==> src/rtl/pseudo_spi_in_intf.sv <==
// Scan-chain read-back interface: strobes SEL to load the analog scan chain, then
// shifts it out with two-phase SCLK1/SCLK2 and writes each packed word to SRAM.
module pseudo_spi_in_intf #(
  parameter int MEMORY_DATA_WIDTH = 8,
  parameter int MEMORY_ADDR_WIDTH = 9,
  parameter int RESERVED_DATA_LEN = 8,
  parameter int PHASE_CYCLES      = 4
) (
  input  logic                         CLK,
  input  logic                         RST,
  input  logic                         START,
  input  logic [MEMORY_ADDR_WIDTH-1:0] ADDR_BGN,
  input  logic [RESERVED_DATA_LEN-1:0] DATA_LEN,
  input  logic                         SPI_SI,
  output logic                         SCLK1,
  output logic                         SCLK2,
  output logic                         SEL,
  output logic [MEMORY_ADDR_WIDTH-1:0] A,
  output logic [MEMORY_DATA_WIDTH-1:0] PO,
  output logic                         CEN,
  output logic                         WEN,
  output logic                         spi_busy,
  output logic                         spi_is_done
);

  localparam int W  = MEMORY_DATA_WIDTH;
  localparam int AW = MEMORY_ADDR_WIDTH;
  localparam int LW = RESERVED_DATA_LEN;
  localparam int PW = $clog2(PHASE_CYCLES + 1);
  localparam int BW = $clog2(W + 1);

  localparam logic [PW-1:0] PHASE_LAST = PW'(PHASE_CYCLES - 1);
  localparam logic [BW-1:0] BITS_FULL  = BW'(W);
  localparam logic [LW-1:0] LAST_WORD  = LW'(1);

  typedef enum logic [3:0] {
    IDLE  = 4'd0,
    LOAD  = 4'd1,
    SAMP  = 4'd2,
    CLK1  = 4'd3,
    GAP1  = 4'd4,
    CLK2  = 4'd5,
    GAP2  = 4'd6,
    WRITE = 4'd7,
    DONE  = 4'd8
  } state_t;

  state_t          state;
  state_t          state_next;
  logic [PW-1:0]   phase_cnt;
  logic [BW-1:0]   bit_cnt;
  logic [W-1:0]    shreg;
  logic [AW-1:0]   addr;
  logic [LW-1:0]   words_left;
  logic            timed_state;
  logic            phase_done;

  // LOAD, CLK1 and CLK2 each hold their strobe for PHASE_CYCLES cycles.
  assign timed_state = (state == LOAD) || (state == CLK1) || (state == CLK2);
  assign phase_done  = (phase_cnt == PHASE_LAST);

  always_ff @(posedge CLK or posedge RST) begin
    if (RST) begin
      state <= IDLE;
    end else begin
      state <= state_next;
    end
  end

  // START is a one-cycle request: honoured only in IDLE or DONE, ignored otherwise.
  always_comb begin
    state_next = state;
    case (state)
      IDLE, DONE: begin
        if (START) begin
          state_next = (DATA_LEN != '0) ? LOAD : DONE;
        end
      end
      LOAD:  if (phase_done) state_next = SAMP;
      SAMP:  state_next = CLK1;
      CLK1:  if (phase_done) state_next = GAP1;
      GAP1:  state_next = CLK2;
      CLK2:  if (phase_done) state_next = GAP2;
      GAP2:  state_next = (bit_cnt == BITS_FULL) ? WRITE : SAMP;
      WRITE: state_next = (words_left == LAST_WORD) ? DONE : SAMP;
      default: state_next = IDLE;
    endcase
  end

  always_ff @(posedge CLK or posedge RST) begin
    if (RST) begin
      phase_cnt <= '0;
    end else if (timed_state && !phase_done) begin
      phase_cnt <= phase_cnt + PW'(1);
    end else begin
      phase_cnt <= '0;
    end
  end

  // Bits arrive LSB first: each new bit enters at the top and walks down to bit 0.
  always_ff @(posedge CLK or posedge RST) begin
    if (RST) begin
      bit_cnt    <= '0;
      shreg      <= '0;
      addr       <= '0;
      words_left <= '0;
    end else begin
      case (state)
        IDLE, DONE: begin
          if (START) begin
            addr       <= ADDR_BGN;
            words_left <= DATA_LEN;
            bit_cnt    <= '0;
          end
        end
        SAMP: begin
          shreg   <= {SPI_SI, shreg[W-1:1]};
          bit_cnt <= bit_cnt + BW'(1);
        end
        WRITE: begin
          addr       <= addr + AW'(1);
          words_left <= words_left - LW'(1);
          bit_cnt    <= '0;
        end
        default: begin
        end
      endcase
    end
  end

  assign A  = addr;
  assign PO = shreg;

  always_comb begin
    SCLK1       = 1'b0;
    SCLK2       = 1'b0;
    SEL         = 1'b0;
    CEN         = 1'b1;
    WEN         = 1'b1;
    spi_busy    = 1'b1;
    spi_is_done = 1'b0;
    case (state)
      IDLE:  spi_busy = 1'b0;
      DONE: begin
        spi_busy    = 1'b0;
        spi_is_done = 1'b1;
      end
      LOAD:  SEL   = 1'b1;
      CLK1:  SCLK1 = 1'b1;
      CLK2:  SCLK2 = 1'b1;
      WRITE: begin
        CEN = 1'b0;
        WEN = 1'b0;
      end
      default: begin
      end
    endcase
  end

endmodule

==> config.mk <==
export PLATFORM = sky130hd
export DESIGN_NAME = pseudo_spi_in_intf
export DESIGN_NICKNAME = d
export VERILOG_FILES = /design/src/rtl/pseudo_spi_in_intf.sv
export SDC_FILE = /design/constraint.sdc
export NUM_CORES = 1
export LEC_CHECK = 0
export CORE_MARGIN = 3
export CORE_UTILIZATION = 50
export DETAILED_ROUTE_END_ITERATION = 6
export PLACE_DENSITY = 0.79
export SYNTH_ARGS = -nofsm -noshare
export SYNTH_HDL_FRONTEND = slang
export SYNTH_SLANG_ARGS = --single-unit
export TNS_END_PERCENT = 20
==> constraint.sdc <==
create_clock -name CLK -period 2.2 [get_ports CLK]
set_clock_uncertainty 0.2 [all_clocks]
set_input_delay 0.33 -clock CLK [delete_from_list [all_inputs] [get_ports CLK]]
set_output_delay 0.33 -clock CLK [all_outputs]
set_load 0.01 [all_outputs]
* Word-level counts from Yosys, hierarchy flattened
Index checks and enable logic that the tools add are counted.
Storage, ports and cells: word-level logic and storage cells 58, output and inout bits 24, input port bits 21, register bits 36
Cells by class: multiplexer cells 21, add/sub/neg operators 4, eq/ne operators 15, reduce and logical (&&, ||, !) cells 12
Operators by type and width (number):
- $pmux 4 s8 | 1
- $mux 4 | 7
- $pmux 9 s2 | 1
- $eq 4x3->1 const B | 4
- $pmux 8 s2 | 1
- $pmux 4 s3 | 1
- $add 9x1->9 const B | 1
- $mux 9 | 1
- $eq 4x2->1 const B | 2
- $eq 4x4->1 const B | 2
- $eq 8x1->1 const B | 1
- $mux 8 | 1
- $reduce_bool 8->1 | 1
- $sub 8x1->8 const B | 1
- $mux 1 | 6
- $mux 3 | 2
- $ne 2x2->1 const B | 3
- $add 4x1->4 const B | 1
- $eq 4x1->1 const B | 1
- $logic_not 4->1 | 1
- $reduce_and 2->1 | 2
- $reduce_and 4->1 | 1
- $add 3x1->3 const B | 1
- $eq 3x2->1 const B | 1
- 7 further kinds | 8

* Depth between registers and ports, before layout
Gate-level depths: netlist of the first run.
depth in word-level cells 5, depth in mapped cells 7, depth with buffers taken out 6

* Least setup slack after synthesis of the first run
Ideal clock, no wire load.
path type flip-flop to output port, from register state[1], to output WEN, path slack 0.336 ns, stages on the path, launching flop included 7, buffers on the path 4, required time 1.670 ns, arrival 1.334 ns, cell sequence dfrtp_1 buf_2 and4b_1 buf_2 inv_4 buf_2 buf_4
On the way: cells in the longest elaborated chain, start to end 2
Ends and longest elaborated chain:
- start: declaration | RTL line 48 | state_t state;
- start signal: assignment | RTL line 66 | state <= state_next;
- $eq 4x3->1
- $mux 1
- end: declaration | RTL line 21 | output logic WEN,
Every way passes these cells.

* Final worst setup path of the first run
from register state[1], to output spi_is_done
On the way: cells in the longest elaborated chain, start to end 2
Ends and longest elaborated chain:
- $eq 4x4->1 | RTL line 142 | case (state)
- $mux 1 | RTL line 142
- end: declaration | RTL line 23 | output logic spi_is_done
Every way passes these cells.

==> flow_metrics.tcl, run 1 <==
set metrics [dict create \
    run_status "finished clean" \
    synthAdderAreaFrac_pct 4.33 \
    cts_buffers 5 \
    worst-path-buf-inv 2 \
    crit_chain "buf_4 -> nor3_4 -> and2_1 -> dlygate4sd2_1" \
    clockBufferDepth 2 \
    drt_iter0_drc 94 \
    die_x_um 69.6 \
    drc 0 \
    hold_viol 0 \
    ir_drop_v 0.000334 \
    fin_crit_ns 2.13 \
    yosysWarnings 0 \
    start_kind "flop" \
    yosysSeqAreaShare_pct 44.6 \
    hp-class "reg -> reg" \
    grt_overflow 0 \
    synth_top_area_cell "dfrtp_1" \
    worst_slew_margin_rel_pct 68.6 \
    yosys-top-cells-area "dfrtp_1 (45%), mux2_2 (4.5%), nor2_1 (4.5%)" \
    synth-compound-area-share_pct 15.2 \
    synth_top_family_by_area "simple AND/OR/NAND/NOR gates" \
    rsz0062_at_grt "true" \
    synth-simple-area-share_pct 23.3 \
    ios 45 \
    power_frac_comb_pct 8.2 \
    via_per_inst 5.61 \
    power_frac_seq_pct 54.9 \
    placed_cells 294 \
    grt_pass1_wl_um 7340 \
    synth_xor_area_share_pct 1.30 \
    n_antenna_cell 0 \
    wl_um 4200 \
    start_util_pct 53.6 \
    cts_sinks 36 \
    cts_tree "done" \
    netSwitchingPower_mw 0.298 \
    cts_max_level 2 \
    drive_above_1_share_pct 18.1 \
    post-route-util_pct 70.3 \
    fmax_mhz 470 \
    drv_slew 0 \
    crit_arrival_ns 1.60 \
    synthesis.nets 231 \
    power-per-cell-area_nw_per_um2 474 \
    syn_inst 203 \
    globalplace.congestion 0.803 \
    final_nets 286 \
    gr-usage-all-layers_pct 18.5 \
    avgSynthCellArea_um2 9.95 \
    grt_max_degree 37 \
    end_kind "primary output" \
    vias 1721 \
    power.share.switching_pct 23.7 \
    placed_area_um2 2530 \
    cp_slowest_cell "dfrtp_2" \
    core-area_um2 3770 \
    hpwlAfterDp_um 3030 \
    drtPass1Iterations 4 \
    critPathKind "reg -> out" \
    finalSetupTns_ns 0 \
    ctsRootBufferMaster "clkbuf_8" \
    critical_path_required_ns 1.67 \
    antenna_found_initial 0 \
    synth.area.mux_share_pct 5.02 \
    async_flop_share_pct 100 \
    p_leak_nw 1.09 \
    netlist.area_leader.share_pct 44.6 \
    yosysMostFrequentCell "dfrtp_1" \
    synth.top_cells.by_count "dfrtp_1 (36), nor2_1 (24), nand2_1 (14)" \
    synthFlopType "dfrtp_1" \
    worst_pin_slew_ns 0.467 \
    place.port_buffers 44 \
    path_delay_family "flip-flops" \
    die_y_um 69.6 \
    path_max_fanout 6 \
    rows 22 \
    setup_viol 0 \
    maxCapViolations 0 \
    fin_crit_sh_pct 96.8 \
    grt_pass1_vias 1663 \
    p_clk_share_pct 37.0 \
    avgRoutedWirePerCell_um 13.7 \
    ant_nets 0 \
    synth_cell_type_count 48 \
    finalNonFillerCells 307 \
    fin_area_um2 2650 \
    syn_to_final_growth_pct 31.2 \
    hold_ws_ns 0.233 \
    intPower_mw 0.958 \
    die_area_um2 4840 \
    clk_latency_ns 0.29 \
    netlist_area_um2 2020 \
    synth_edf_count 0 \
    clk_pin_slew_ns 0.07 \
    slowest_delay_ns 0.45 \
    fill_cells 301 \
    ys_ff_latch 36 \
]
## metrics by stage
step / power, mW / worst slack, ns
2_1_floorplan: 0.737 / 0.336
3_3_place_gp: 0.805 / 0.0571
3_5_place_dp: 0.806 / 0.0159
4_1_cts: 1.27 / -0.0342
5_1_grt: 1.31 / -0.00935
6_report: 1.26 / 0.0713
## worst paths after layout
kind | start | to | slack, ns | depth (start not counted)
setup reg to reg | state[1]$_DFFE_PP0P_ | state[2]$_DFFE_PP0P_ | 0.19 | 5
hold reg to reg | phase_cnt[0]$_DFF_PP0_ | phase_cnt[0]$_DFF_PP0_ | 0.23 | 1
max in group asynchronous | RST | state[0]$_DFFE_PP0P_ | 1.21 | 3
hold / removal | phase_cnt[0]$_DFF_PP0_ | phase_cnt[0]$_DFF_PP0_ | 0.23 | 1
min in group asynchronous | RST | A[4]$_DFFE_PP0P_ | 0.24 | 3
setup / recovery | state[1]$_DFFE_PP0P_ | spi_is_done | 0.07 | 4
## cell usage in the layout, fill, tap and decap left out, types with 5 or more instances in the layout
cell type,instances
a21oi_1,9
buf_4,16
clkbuf_8,5
clkdlybuf4s50_1,39
dfrtp_1,33
dlygate4sd2_1,5
ha_1,7
inv_1,12
mux2_2,8
nand2_1,14
nand3_1,11
nand4_1,5
nor2_1,24
nor3_1,8
o22ai_1,5
## flip-flops by register name, indices dropped and copies added, names as in the netlist
signal	count
A	9
PO	8
bit_cnt	4
phase_cnt	3
state	4
words_left	8
## routing by layer
metal | global-route usage, % | vias to the layer above | routed length [um]
li1 | - | 844 | -
met1 | 24.2 | 828 | 1900
met2 | 29.2 | 43 | 2030
met3 | 4.93 | 6 | 202
met4 | 6.94 | 0 | 62
met5 | 0 | - | 0
## cell type report
type	count	area, um^2	share of cell area [%]
Clock buffer	5	68.8	2.60
Timing Repair Buffer	60	554	20.9
Tap cell	48	60.1	2.27
Inverter	13	51.3	1.93
Sequential cell	36	905	34.1
Multi-Input combinational cell	142	993	37.5
Clock inverter	3	18.8	0.708
## power groups by stage
stage | Combinational, mW | Clock [mW] | Sequential (mW)
3_3_place_gp | 0.104 | 0 | 0.701
6_report | 0.102 | 0.464 | 0.689
5_1_grt | 0.113 | 0.508 | 0.691
3_5_place_dp | 0.104 | 0 | 0.702
4_1_cts | 0.105 | 0.482 | 0.689
2_1_floorplan | 0.0332 | 0 | 0.704
## timing repair
| action | CTS | global route |
|---|---|---|
| gates resized for setup | 8 | 0 |
| hold endpoints to repair | 0 | 0 |
| setup buffers | 0 | 5 |
| endpoints found under the setup margin | 7 | 2 |
| pin swaps | 1 | 1 |
| hold buffers | 0 | 0 |
## cells by family (layout without fill, tap and decap cells)
| group | count (synthesis) | in the layout |
|---|---|---|
| simple gates | 83 | 83 |
| compound gates | 40 | 40 |
| fa+ha+maj | 7 | 7 |
| buf+inv | 25 | 81 |
| mux | 9 | 9 |
| flops | 36 | 36 |
| xor+xnor | 3 | 3 |
Power figures use the tool's default switching activity.
==> run 2: changes to the inputs <==
--- a/config.mk
+++ b/config.mk
@@ -5,9 +5,12 @@
 export SDC_FILE = /design/constraint.sdc
 export NUM_CORES = 1
 export LEC_CHECK = 0
+export CAP_MARGIN = 10
+export CORE_ASPECT_RATIO = 1.75
 export CORE_MARGIN = 3
 export CORE_UTILIZATION = 50
 export DETAILED_ROUTE_END_ITERATION = 6
+export GPL_TIMING_DRIVEN = 0
 export PLACE_DENSITY = 0.79
 export SYNTH_ARGS = -nofsm -noshare
 export SYNTH_HDL_FRONTEND = slang
==> run 2 against run 1 <==
Against the previous run:
- first-iteration DRC count fell by 49%
- cell area rose by 0.28%
- via count rose by 1.5%
- worst setup slack improved by 0.016 ns
- largest power group unchanged
- cell count fell by 0.98%
- sequential share of layout area fell by 0.19 points
- register-to-register slack improved by 0.04 ns
==> flow_metrics.tcl, run 2 (synthesis gave the netlist of run 1 again) <==
set metrics [dict create \
    die_y_um 90.1 \
    drive_above_1_share_pct 17.6 \
    fmax_mhz 473 \
    power.share.switching_pct 21.8 \
    layout_commonest_cell "clkdlybuf4s50_1" \
    end_kind "primary output" \
    worstRegToRegCells 4 \
    gr-usage-all-layers_pct 22.4 \
    hpwlAfterDp_um 3280 \
    vias 1746 \
    fin_crit_sh_pct 96.0 \
    critPathKind "reg -> out" \
    power_mw 1.37 \
    start_util_pct 52.3 \
    slowest_delay_ns 0.39 \
    worst_slew_margin_rel_pct 48.5 \
    post-route-util_pct 68.8 \
    worst_pin_slew_ns 0.772 \
    setup_viol 0 \
    drc 0 \
    netSwitchingPower_mw 0.298 \
    cp_common_cell "buf_4" \
    cts_hold_buf 0 \
    cts_max_level 2 \
    largest_reg_flops 9 \
    cts_sinks 36 \
    syn_to_final_growth_pct 31.6 \
    power_frac_seq_pct 50.3 \
    path_max_fanout 10 \
    core-area_um2 3870 \
    clockBufferDepth 2 \
    p_leak_nw 1.11 \
    globalplace.congestion 0.807 \
    hold_path.startpoint "phase_cnt[0]$_DFF_PP0_" \
    r2r_setup_slack_ns 0.23 \
    finalSetupTns_ns 0 \
    place.port_buffers 44 \
    final_nets 283 \
    p_clk_share_pct 42.2 \
    antenna_found_initial 0 \
    intPower_mw 1.07 \
    wl_um 4850 \
    worstReg2RegEnd "PO[0]$_DFFE_PP0P_" \
    grt_overflow 0 \
    cp_slowest_cell "dfrtp_1" \
    drt_iter0_drc 48 \
    power_frac_comb_pct 7.6 \
    critical_path_required_ns 1.67 \
    grt_pass1_vias 1805 \
    ir_drop_v 0.000635 \
    drv_slew 0 \
    ctsRootBufferMaster "clkbuf_8" \
    die_area_um2 4870 \
    grt_pass1_wl_um 8180 \
    clk_pin_slew_ns 0.07 \
    avgRoutedWirePerCell_um 15.9 \
    holdPathStages 1 \
    die_x_um 54.1 \
    ios 45 \
    power-per-cell-area_nw_per_um2 515 \
    cts_buffers 5 \
    placed_cells 295 \
    maxCapViolations 0 \
    hold_viol 0 \
    whs_endpoint "phase_cnt[0]$_DFF_PP0_" \
    rsz0062_at_grt "false" \
    crit_chain "buf_4 -> and4b_1 -> buf_4 -> inv_8 -> clkdlybuf4s15_1" \
    cts_tree "done" \
    n_antenna_cell 0 \
    crit_arrival_ns 1.58 \
    start_kind "flop" \
    layout_common_cells "clkdlybuf4s50_1 (37), dfrtp_1 (35), nor2_1 (24)" \
    grt_max_degree 37 \
    fin_crit_ns 2.11 \
    timing.rr.start "state[3]$_DFFE_PP0P_" \
    hp-class "reg -> reg" \
    clk_latency_ns 0.29 \
    finalNonFillerCells 304 \
    rows 30 \
    ant_nets 0 \
    run_status "finished clean" \
    via_per_inst 5.74 \
    drtPass1Iterations 4 \
]
## run 2: cell count changes in the layout (fill, tap and decap cells not counted), moves of 2 or more
cell,delta
dfrtp_2,-2
buf_2,+4
buf_6,+3
dfrtp_1,+2
clkdlybuf4s50_1,-2
buf_4,-10
## run 2: repair_timing
item                       CTS  global route
cloned                       1             0
pin swaps                    1             0
gates resized for setup     16             2
setup buffers                1             0
setup endpoints to repair    7             2
## run 2: worst max-delay path: cells and delay by family (launching register included)
family,cells,cell delay [ns]
and+or+nand+nor,1,0.21
buffers and inverters,4,0.70
DFF,1,0.39
## run 2: power by group through the flow
stage / Combinational [mW] / Sequential [mW] / Clock, mW
finish: 0.104 / 0.689 / 0.578
global route: 0.113 / 0.690 / 0.621
CTS: 0.105 / 0.689 / 0.593
detailed placement: 0.103 / 0.701 / 0
global placement: 0.102 / 0.701 / 0
floorplan: 0.0332 / 0.704 / 0
## run 2: worst max path at each step
stage | cells after the start | slack (ns) | endpoint | start
final | 5 | 0.09 | CEN | state[1]$_DFFE_PP0P_
after global routing | 4 | 0.02 | SCLK1 | state[1]$_DFFE_PP0P_
after CTS | 5 | 0.06 | CEN | state[1]$_DFFE_PP0P_
after detailed placement | 7 | -0.30 | WEN | state[1]$_DFFE_PP0P_
after global placement | 7 | -0.29 | WEN | state[1]$_DFFE_PP0P_
after floorplan | 6 | 0.34 | WEN | state[1]$_DFFE_PP0P_
## run 2: area by class of cell
type	instances	area, um^2
inverter	13	56.3
fill	319	1210
buffer	11	83.8
tap	48	60.1
timing repair inverter	1	6.26
clock buffer	5	68.8
multi-input combinational	142	1000
clock inverter	3	42.5
timing repair buffer	45	439
sequential	36	902
## run 2: per-stage QoR
| stage | area, um^2 | worst slack (ns) | hold slack [ns] |
|---|---|---|---|
| floorplan | 2020 | 0.336 | 0.210 |
| global placement | 2520 | -0.290 | 0.221 |
| detailed placement | 2520 | -0.298 | 0.235 |
| CTS | 2650 | 0.0590 | 0.244 |
| global route | 2660 | 0.0189 | 0.279 |
| finish | 2660 | 0.0870 | 0.236 |
## run 2: layer usage
| layer | track usage, % | part of all wire, % | wire, um | vias up |
|---|---|---|---|---|
| met5 | 0 | 0 | 0 | - |
| met4 | 12.1 | 2.2 | 109 | 0 |
| met3 | 4.98 | 5.3 | 259 | 9 |
| met2 | 36.6 | 54 | 2620 | 62 |
| met1 | 25.9 | 38 | 1860 | 837 |
| li1 | - | - | - | 838 |
==> run 3: changes to the inputs <==
--- a/config.mk
+++ b/config.mk
@@ -9,8 +9,11 @@
 export CORE_ASPECT_RATIO = 1.75
 export CORE_MARGIN = 3
 export CORE_UTILIZATION = 50
+export CTS_CLUSTER_SIZE = 24
 export DETAILED_ROUTE_END_ITERATION = 6
+export GPL_ROUTABILITY_DRIVEN = 0
 export GPL_TIMING_DRIVEN = 0
+export HOLD_SLACK_MARGIN = 0.02
 export PLACE_DENSITY = 0.79
 export SYNTH_ARGS = -nofsm -noshare
 export SYNTH_HDL_FRONTEND = slang
==> results of run 3 <==
Final layout, timing and power as in run 2 (identical DEF).
